File: config.mk
export PLATFORM = sky130hd
export DESIGN_NAME = uart_rx
export DESIGN_NICKNAME = d
export VERILOG_FILES = /design/src/rtl/uart_pkg.sv /design/src/rtl/uart_tick_gen.sv /design/src/rtl/uart_rx.sv
export SDC_FILE = /design/constraint.sdc
export NUM_CORES = 1
export LEC_CHECK = 0
export BUFFER_PORTS_ARGS = -buffer_cell sky130_fd_sc_hd__buf_4
export CAP_MARGIN = 20
export CELL_PAD_IN_SITES_DETAIL_PLACEMENT = 0
export CELL_PAD_IN_SITES_GLOBAL_PLACEMENT = 1
export CORE_MARGIN = 4
export CORE_UTILIZATION = 30
export CTS_CLUSTER_DIAMETER = 120
export DETAILED_ROUTE_END_ITERATION = 8
export PLACE_DENSITY = 0.59
export SLEW_MARGIN = 5
export SYNTH_ARGS = -nofsm -noshare
export SYNTH_HDL_FRONTEND = slang
export SYNTH_SLANG_ARGS = --single-unit
File: constraint.sdc
create_clock -name clk -period 3.05 [get_ports clk]
set_input_delay 0.305 -clock clk [delete_from_list [all_inputs] [get_ports clk]]
set_output_delay 0.305 -clock clk [all_outputs]
set_load 0.03 [all_outputs]
File: src/rtl/uart_pkg.sv
// uart_pkg -- shared types and helpers for the UART receive path.
//   rx_state_t : receiver FSM state encoding
//   calc_div   : system clocks per oversample tick, truncated, never below 1
package uart_pkg;

    typedef enum logic [1:0] {
        RX_IDLE  = 2'd0,
        RX_START = 2'd1,
        RX_DATA  = 2'd2,
        RX_STOP  = 2'd3
    } rx_state_t;

    function automatic int calc_div(input int sys_clk, input int baud, input int os);
        int d;
        d = sys_clk / (baud * os);
        return (d < 1) ? 1 : d;
    endfunction

endpackage

File: src/rtl/uart_tick_gen.sv
// uart_tick_gen -- oversample tick generator (single-cycle enable pulse, no derived clock).
// Ports:
//   clk    in  system clock
//   rst_n  in  asynchronous active-low reset
//   clear  in  restart the divider at 0 (phase-aligns ticks to a start edge)
//   tick   out high for one clk when the divider reaches DIV-1
module uart_tick_gen
    import uart_pkg::*;
#(
    parameter int SYS_CLK    = 12000000,
    parameter int BAUD       = 9600,
    parameter int OVERSAMPLE = 16
) (
    input  logic clk,
    input  logic rst_n,
    input  logic clear,
    output logic tick
);

    localparam int DIV = calc_div(SYS_CLK, BAUD, OVERSAMPLE);
    localparam int CW  = (DIV > 1) ? $clog2(DIV) : 1;
    localparam logic [CW-1:0] CNT_LAST = CW'(DIV - 1);

    logic [CW-1:0] cnt;

    assign tick = (cnt == CNT_LAST);

    always_ff @(posedge clk or negedge rst_n) begin
        if (!rst_n) begin
            cnt <= '0;
        end else if (clear || tick) begin
            cnt <= '0;
        end else begin
            cnt <= cnt + CW'(1);
        end
    end

endmodule

File: src/rtl/uart_rx.sv
// uart_rx -- oversampling asynchronous serial receiver (1 start, DATA_BITS data LSB-first,
// 1 stop, no parity) with a ready/ack holding register.
// Ports:
//   clk         in   system clock
//   rst_n       in   asynchronous active-low reset
//   enable      in   1 = receive; 0 = FSM held in IDLE, tick divider cleared
//   rx_wire     in   serial line, idle high, asynchronous to clk
//   rx_data     out  last good word
//   data_ready  out  rx_data holds an unread word
//   data_ack    in   consumer read strobe; clears data_ready and overrun
//   frame_err   out  one-clk pulse when the stop bit is sampled low
//   overrun     out  sticky: a good frame arrived while data_ready was still set
//
// state    | meaning
// RX_IDLE  | waiting; arms after line seen high, falling edge starts a frame
// RX_START | counting to mid start bit, rejects glitches
// RX_DATA  | sampling DATA_BITS bits, one per OVERSAMPLE ticks
// RX_STOP  | sampling stop bit, qualifying the frame
module uart_rx
    import uart_pkg::*;
#(
    parameter int DATA_BITS  = 8,
    parameter int BAUD       = 9600,
    parameter int SYS_CLK    = 12000000,
    parameter int OVERSAMPLE = 16
) (
    input  logic                 clk,
    input  logic                 rst_n,
    input  logic                 enable,
    input  logic                 rx_wire,
    output logic [DATA_BITS-1:0] rx_data,
    output logic                 data_ready,
    input  logic                 data_ack,
    output logic                 frame_err,
    output logic                 overrun
);

    localparam int SW = $clog2(OVERSAMPLE);
    localparam int BW = $clog2(DATA_BITS + 1);
    localparam logic [SW-1:0] S_MID  = SW'(OVERSAMPLE / 2 - 1);
    localparam logic [SW-1:0] S_LAST = SW'(OVERSAMPLE - 1);
    localparam logic [BW-1:0] B_LAST = BW'(DATA_BITS - 1);

    logic rx_meta;
    logic rx_s;
    logic tick;
    logic tick_clear;

    rx_state_t            state,     state_nxt;
    logic [SW-1:0]        s_cnt,     s_cnt_nxt;
    logic [BW-1:0]        b_cnt,     b_cnt_nxt;
    logic                 armed,     armed_nxt;
    logic [DATA_BITS-1:0] shift_reg, shift_nxt;
    logic                 good_frame;
    logic                 bad_frame;

    // Two-flop synchronizer; idle-high reset value so reset does not look like a start edge.
    always_ff @(posedge clk or negedge rst_n) begin
        if (!rst_n) begin
            rx_meta <= 1'b1;
            rx_s    <= 1'b1;
        end else begin
            rx_meta <= rx_wire;
            rx_s    <= rx_meta;
        end
    end

    uart_tick_gen #(
        .SYS_CLK    (SYS_CLK),
        .BAUD       (BAUD),
        .OVERSAMPLE (OVERSAMPLE)
    ) u_tick_gen (
        .clk   (clk),
        .rst_n (rst_n),
        .clear (tick_clear),
        .tick  (tick)
    );

    always_ff @(posedge clk or negedge rst_n) begin
        if (!rst_n) begin
            state     <= RX_IDLE;
            s_cnt     <= '0;
            b_cnt     <= '0;
            armed     <= 1'b0;
            shift_reg <= '0;
        end else begin
            state     <= state_nxt;
            s_cnt     <= s_cnt_nxt;
            b_cnt     <= b_cnt_nxt;
            armed     <= armed_nxt;
            shift_reg <= shift_nxt;
        end
    end

    always_comb begin
        state_nxt  = state;
        s_cnt_nxt  = s_cnt;
        b_cnt_nxt  = b_cnt;
        armed_nxt  = armed;
        shift_nxt  = shift_reg;
        tick_clear = 1'b0;
        good_frame = 1'b0;
        bad_frame  = 1'b0;

        if (!enable) begin
            state_nxt  = RX_IDLE;
            s_cnt_nxt  = '0;
            b_cnt_nxt  = '0;
            armed_nxt  = 1'b0;
            tick_clear = 1'b1;
        end else begin
            case (state)
                RX_IDLE: begin
                    if (!armed) begin
                        if (rx_s) armed_nxt = 1'b1;
                    end else if (!rx_s) begin
                        // Restart the divider so sampling is phased to this edge.
                        state_nxt  = RX_START;
                        s_cnt_nxt  = '0;
                        tick_clear = 1'b1;
                    end
                end
                RX_START: begin
                    if (tick) begin
                        if (s_cnt == S_MID) begin
                            if (!rx_s) begin
                                state_nxt = RX_DATA;
                                s_cnt_nxt = '0;
                                b_cnt_nxt = '0;
                            end else begin
                                // Line back high by mid-bit: a glitch. Stay armed.
                                state_nxt = RX_IDLE;
                                s_cnt_nxt = '0;
                            end
                        end else begin
                            s_cnt_nxt = s_cnt + SW'(1);
                        end
                    end
                end
                RX_DATA: begin
                    if (tick) begin
                        if (s_cnt == S_LAST) begin
                            shift_nxt = {rx_s, shift_reg[DATA_BITS-1:1]};
                            s_cnt_nxt = '0;
                            if (b_cnt == B_LAST) begin
                                state_nxt = RX_STOP;
                                b_cnt_nxt = '0;
                            end else begin
                                b_cnt_nxt = b_cnt + BW'(1);
                            end
                        end else begin
                            s_cnt_nxt = s_cnt + SW'(1);
                        end
                    end
                end
                RX_STOP: begin
                    if (tick) begin
                        if (s_cnt == S_LAST) begin
                            state_nxt = RX_IDLE;
                            s_cnt_nxt = '0;
                            if (rx_s) begin
                                good_frame = 1'b1;
                            end else begin
                                // Disarm so a held-low break line cannot retrigger.
                                bad_frame = 1'b1;
                                armed_nxt = 1'b0;
                            end
                        end else begin
                            s_cnt_nxt = s_cnt + SW'(1);
                        end
                    end
                end
                default: begin
                    state_nxt = RX_IDLE;
                    s_cnt_nxt = '0;
                    b_cnt_nxt = '0;
                    armed_nxt = 1'b0;
                end
            endcase
        end
    end

    // Holding register: an ack in the completing cycle frees the slot for the new word.
    always_ff @(posedge clk or negedge rst_n) begin
        if (!rst_n) begin
            rx_data    <= '0;
            data_ready <= 1'b0;
            overrun    <= 1'b0;
            frame_err  <= 1'b0;
        end else begin
            frame_err <= bad_frame;
            if (good_frame) begin
                if (!data_ready || data_ack) begin
                    rx_data    <= shift_reg;
                    data_ready <= 1'b1;
                    if (data_ack) overrun <= 1'b0;
                end else begin
                    overrun <= 1'b1;
                end
            end else if (data_ack && data_ready) begin
                data_ready <= 1'b0;
                overrun    <= 1'b0;
            end
        end
    end

endmodule
Yosys cells after proc, flatten, opt, wreduce, memory -nomap -nowiden
Cells that the tools add are included.

Register bits: 39. Latch bits: 0. RAM bits: 0. Bits in read-only memories: 0. Input bits: 5. Word-level logic and storage cells: 106. Memories: 0.

Add/sub/neg operators: 3. Multiply operators: 0. Div/mod/pow operators: 0. Magnitude comparators: 0. Equal/unequal tests: 23. Shifts and indexed selects: 0. Muxes and demuxes: 53. Bitwise gates (word level): 0. Reduce and logical (&&, ||, !) cells: 15.

Operator list (number): 4-bit two-way mux (13); 3-bit inequality test (second input constant) (9); 1-bit two-way mux (24); 2-bit two-way mux (11); 3-bit by 2-bit inequality test with 1-bit output (second input constant) (4); 4-bit case mux with 3 select lines (1); 4-bit AND reduction (3); 9-bit AND reduction (1); 4-bit by 1-bit adder with 4-bit output (second input constant) (2); 4-bit by 3-bit equality test with 1-bit output (second input constant) (2); 2-bit case mux with 4 select lines (1); 4-bit case mux with 2 select lines (1); 7-bit by 1-bit adder with 7-bit output (second input constant) (1); 7-bit equality test (second input constant) (1); 7-bit two-way mux (1); 3-bit by 1-bit inequality test with 1-bit output (second input constant) (2); 2-bit AND reduction (3); 6-bit AND reduction (1); 2-bit equality test (second input constant) (2); 4-bit equality test (second input constant) (1); 2-bit by 1-bit equality test with 1-bit output (second input constant) (1); 2-bit logical NOT (1); 1-bit logical OR (2); 2-bit by 1-bit inequality test with 1-bit output (second input constant) (1); other kinds (5) (5).

Depth between registers and ports, before layout
Depth in word-level cells: 7. Gate-level depth with buffers: 7. Mapped depth without buffers: 7.

Hierarchy
Synthesis repeated with hierarchy kept, for this count alone.

Cells, all modules: 162. Area, all modules: 1859.3 µm².

Modules (own cells, without submodules): uart_rx (times used 1, cells an instance 129, area an instance 1524.0 µm², sequential area each 803.3 µm²); uart_tick_gen (times used 1, cells an instance 33, area an instance 335.3 µm², sequential area each 175.2 µm²).

Worst setup path before layout
Ideal clock, no wire load.

Path type: flip-flop to flip-flop. Start: reg u_tick_gen.cnt[1]. End: reg rx_data[0]. Setup time: 125 ps. Arrival: 1630 ps. Path slack: 1295 ps. Cell stages (with the launch flop): 8. Cells stage by stage: dfrtp_1 > inv_1 > ha_1 > and4bb_2 > nand3_1 > nor3_1 > nand2_1 > mux2_2.

Cells in the longest elaborated chain, start to end: 5.

RTL lines: start, declared (RTL line uart_tick_gen.sv:24) `logic [CW-1:0] cnt;`; start signal, assigned (RTL line uart_tick_gen.sv:34) `cnt <= cnt + CW'(1);`; 7-bit equality test (RTL line uart_tick_gen.sv:26) `assign tick = (cnt == CNT_LAST);`; 1-bit two-way mux (RTL line uart_rx.sv:157) `if (tick) begin`; 1-bit two-way mux (RTL line uart_rx.sv:112) `case (state)`; 1-bit two-way mux (RTL line uart_rx.sv:105) `if (!enable) begin`; 2-bit AND reduction (no line); end signal, assigned (RTL line uart_rx.sv:194) `rx_data <= shift_reg;`; end, declared (RTL line uart_rx.sv:31) `output logic [DATA_BITS-1:0] rx_data,`.

No other way between the ends. A chain may end at the register's enable or synchronous reset.

Worst setup path in the final report
Start: reg u_tick_gen.cnt[1]. End: reg rx_data[3].

Same word-level chain as after synthesis.

==> flow_summary.ini <==
[run_status]
outcome = finished, violations left
failed_checks = negative hold slack

[detailed_routing]
num_vias = 1215
drt_iter0_drc = 59
drc = 0
wl_per_cell_um = 13.5
drt_wl_total_um = 3330
postRouteAntennaNets = 0
firstDrtPassIters = 4
via_per_inst = 4.92

[cts]
clkSinkCount = 39
htreeDepth = 2
cts_tree = done
cts_buffers = 5
cts_buffer_depth = 2
cts-resized-gates = 0
clock_latency_ns = 0.28
postCtsSetupBuffers = 0
cts_root_buffer = clkbuf_8
clkTransAtPathRegs_ns = 0.08
ctsHoldBuffers = 0

[placed_design]
hpwl_um = 2450
post-place-ws_ns = 0.975
portBuffers = 15
place_congestion = 0.733

[timing]
finalSetupViolations = 0
drv_slew = 0
worstMarginPinSlew_ns = 0.507
setup_ws_ns = 1.01
relSlewSlack_pct = 65.9
rsz0062_at_grt = false
skew_ns = 0.00735
finalCriticalPeriod_ns = 2.04
finalHoldViolCount = 36
hold_slack_ns = -0.0120
period_share_pct = 67.0
fin_setup_tns_ns = 0
fmax_ghz = 0.489

[setup_path]
slowest_delay_ns = 0.39
critPathRequiredTime_ns = 3.22
setup.worst_path.end_class = flop
crit_fanout = 8
cpMaxStageDelayCell = dfrtp_1
worst_setup_path_start_kind = flop
cpLargestDelayFamily = simple AND/OR/NAND/NOR gates
critical_path.cell_chain = inv_1 > ha_1 > and4bb_2 > nand3_1 > nor3_1 > nand2_1 > mux2_2
crit_type = reg2reg
crit_arrival_ns = 2.21
crit_buf_inv = 1

[logic_synthesis]
ys_types = 41
synth_nets = 163
avgSynthCellArea_um2 = 11.6
synth-edff-count = 0
synth_cells = 154
ys_seq_area_share_pct = 54.9
synthTopCellsByArea = dfrtp_1 52%, mux2_2 10%, dfstp_2 2.9%
yosysTopAreaCell = dfrtp_1
synth_common_cells = 37 x dfrtp_1, 16 x mux2_2, 14 x nand2_1, 11 x nor2_1
postSynth.asyncResetShare_pct = 100
netlist_area_um2 = 1780
yosys_warnings = 0
synth_ff_type = dfrtp_1
synth_seq_cells = 39
synth.most_common_cell = dfrtp_1
synth_top_area_share_pct = 51.9

[worst_hold_path]
hp-class = in2async

[grt]
grt_use_total_pct = 10.3
top_usage_layer = met2
use_met1_pct = 14.0
use_met2_pct = 15.5
grt_max_degree = 40
use_met3_pct = 3.50
grt.overflow.total = 0
grt_antenna_before_repair = 0
grt_pass1_wl_um = 6030
grt_pass1_vias = 1284

[cells_and_area]
drive_gt1_share_pct = 27.4
layout.nets = 183
syn2layout_area_growth_pct = 17.3
diodes = 0
fin_util_pct = 37.1
n_fill_cell = 551

[floorplan]
die_w_um = 85.1
io_pins = 16
num_rows = 27
die-area_um2 = 7240
start_util_pct = 31.6
die_h_um = 85.1
core_area_um2 = 5640

[power]
p_leak_uw = 0.000999
cellPowerDensity_nw_per_um2 = 580
peakVddDrop_uv = 290

[job]
maxCapViolCount = 0
-- cell type report --
cell class	instances	area (µm²)	share of cell area [%]
Sequential cell	39	978	46.8
Multi-Input combinational cell	106	766	36.6
Timing Repair Buffer	15	113	5.39
Tap cell	72	90.1	4.31
Clock buffer	6	82.6	3.95
Clock inverter	2	35.0	1.68
Inverter	7	26.3	1.26
-- per-layer routing --
layer	vias to the layer above	part of all wire (%)
met5	-	0
met3	2	3.9
met4	0	0.87
li1	585	-
met1	611	48
met2	17	48
-- metrics by stage --
stage / area (µm²) / instances / total power, µW / hold WS [ns]
5_1_grt: 2090 / 247 / 1290 / 0.0227
6_report: 2090 / 247 / 1210 / -0.0120
3_5_place_dp: 1970 / 239 / 790 / 0.309
4_1_cts: 2090 / 247 / 1230 / 0.00432
2_1_floorplan: 1780 / 154 / 736 / 0.00941
3_3_place_gp: 1970 / 239 / 783 / 0.298
-- kinds of logic after synthesis --
kind of cell,Yosys count,share of synthesized area (%)
and+or+nand+nor,54,16.3
DFF,39,54.9
AOI/OAI and AO/OA,24,9.68
muxes,18,11.2
buffers and inverters,9,2.18
xor gates and xnor gates,6,2.95
adders and majority gates,4,2.81
-- cells in the final DEF, fill, tap and decap left out, types with 3 or more instances in the layout --
cell / synthesis / routed
nand3_1: 5 / 5
o211ai_1: 3 / 3
inv_1: 7 / 7
buf_4: 1 / 15
or3_1: 3 / 3
clkbuf_8: 0 / 6
xnor2_1: 3 / 3
dfrtp_1: 37 / 37
o21ai_0: 7 / 7
mux2_2: 16 / 16
xor2_1: 3 / 3
nor3_1: 4 / 4
nor2_1: 11 / 11
and3_1: 3 / 3
ha_1: 4 / 4
nand2_1: 14 / 14
and2_1: 3 / 3
-- final timing paths --
check	slack, ns	endpoint	from	cells after the start
worst min register to register	0.36	rx_s$_DFF_PN1_	rx_meta$_DFF_PN1_	0
min in group clk	0.12	rx_meta$_DFF_PN1_	rx_wire	1
worst max register to register	1.01	rx_data[3]$_DFFE_PN0P_	u_tick_gen.cnt[1]$_DFF_PN0_	7
worst min-delay path	-0.01	u_tick_gen.cnt[6]$_DFF_PN0_	rst_n	1
max in group asynchronous	2.71	rx_meta$_DFF_PN1_	rst_n	1
worst max-delay path	1.01	rx_data[3]$_DFFE_PN0P_	u_tick_gen.cnt[1]$_DFF_PN0_	7
-- worst register-to-register path: stages (launching register included) --
cell	delay, ns
dfrtp_1	0.39
inv_1	0.06
ha_1	0.16
and4bb_2	0.24
nand3_1	0.17
nor3_1	0.29
nand2_1	0.27
mux2_2	0.35
-- power by group --
group	switching, µW	total, µW	internal, µW	leakage [µW]
combinational	99.7	172	72.3	0.000413
sequential	53.2	606	553	0.000526
clock	170	435	265	0.0000612
Note: power is estimated with default switching activity, not from simulation.
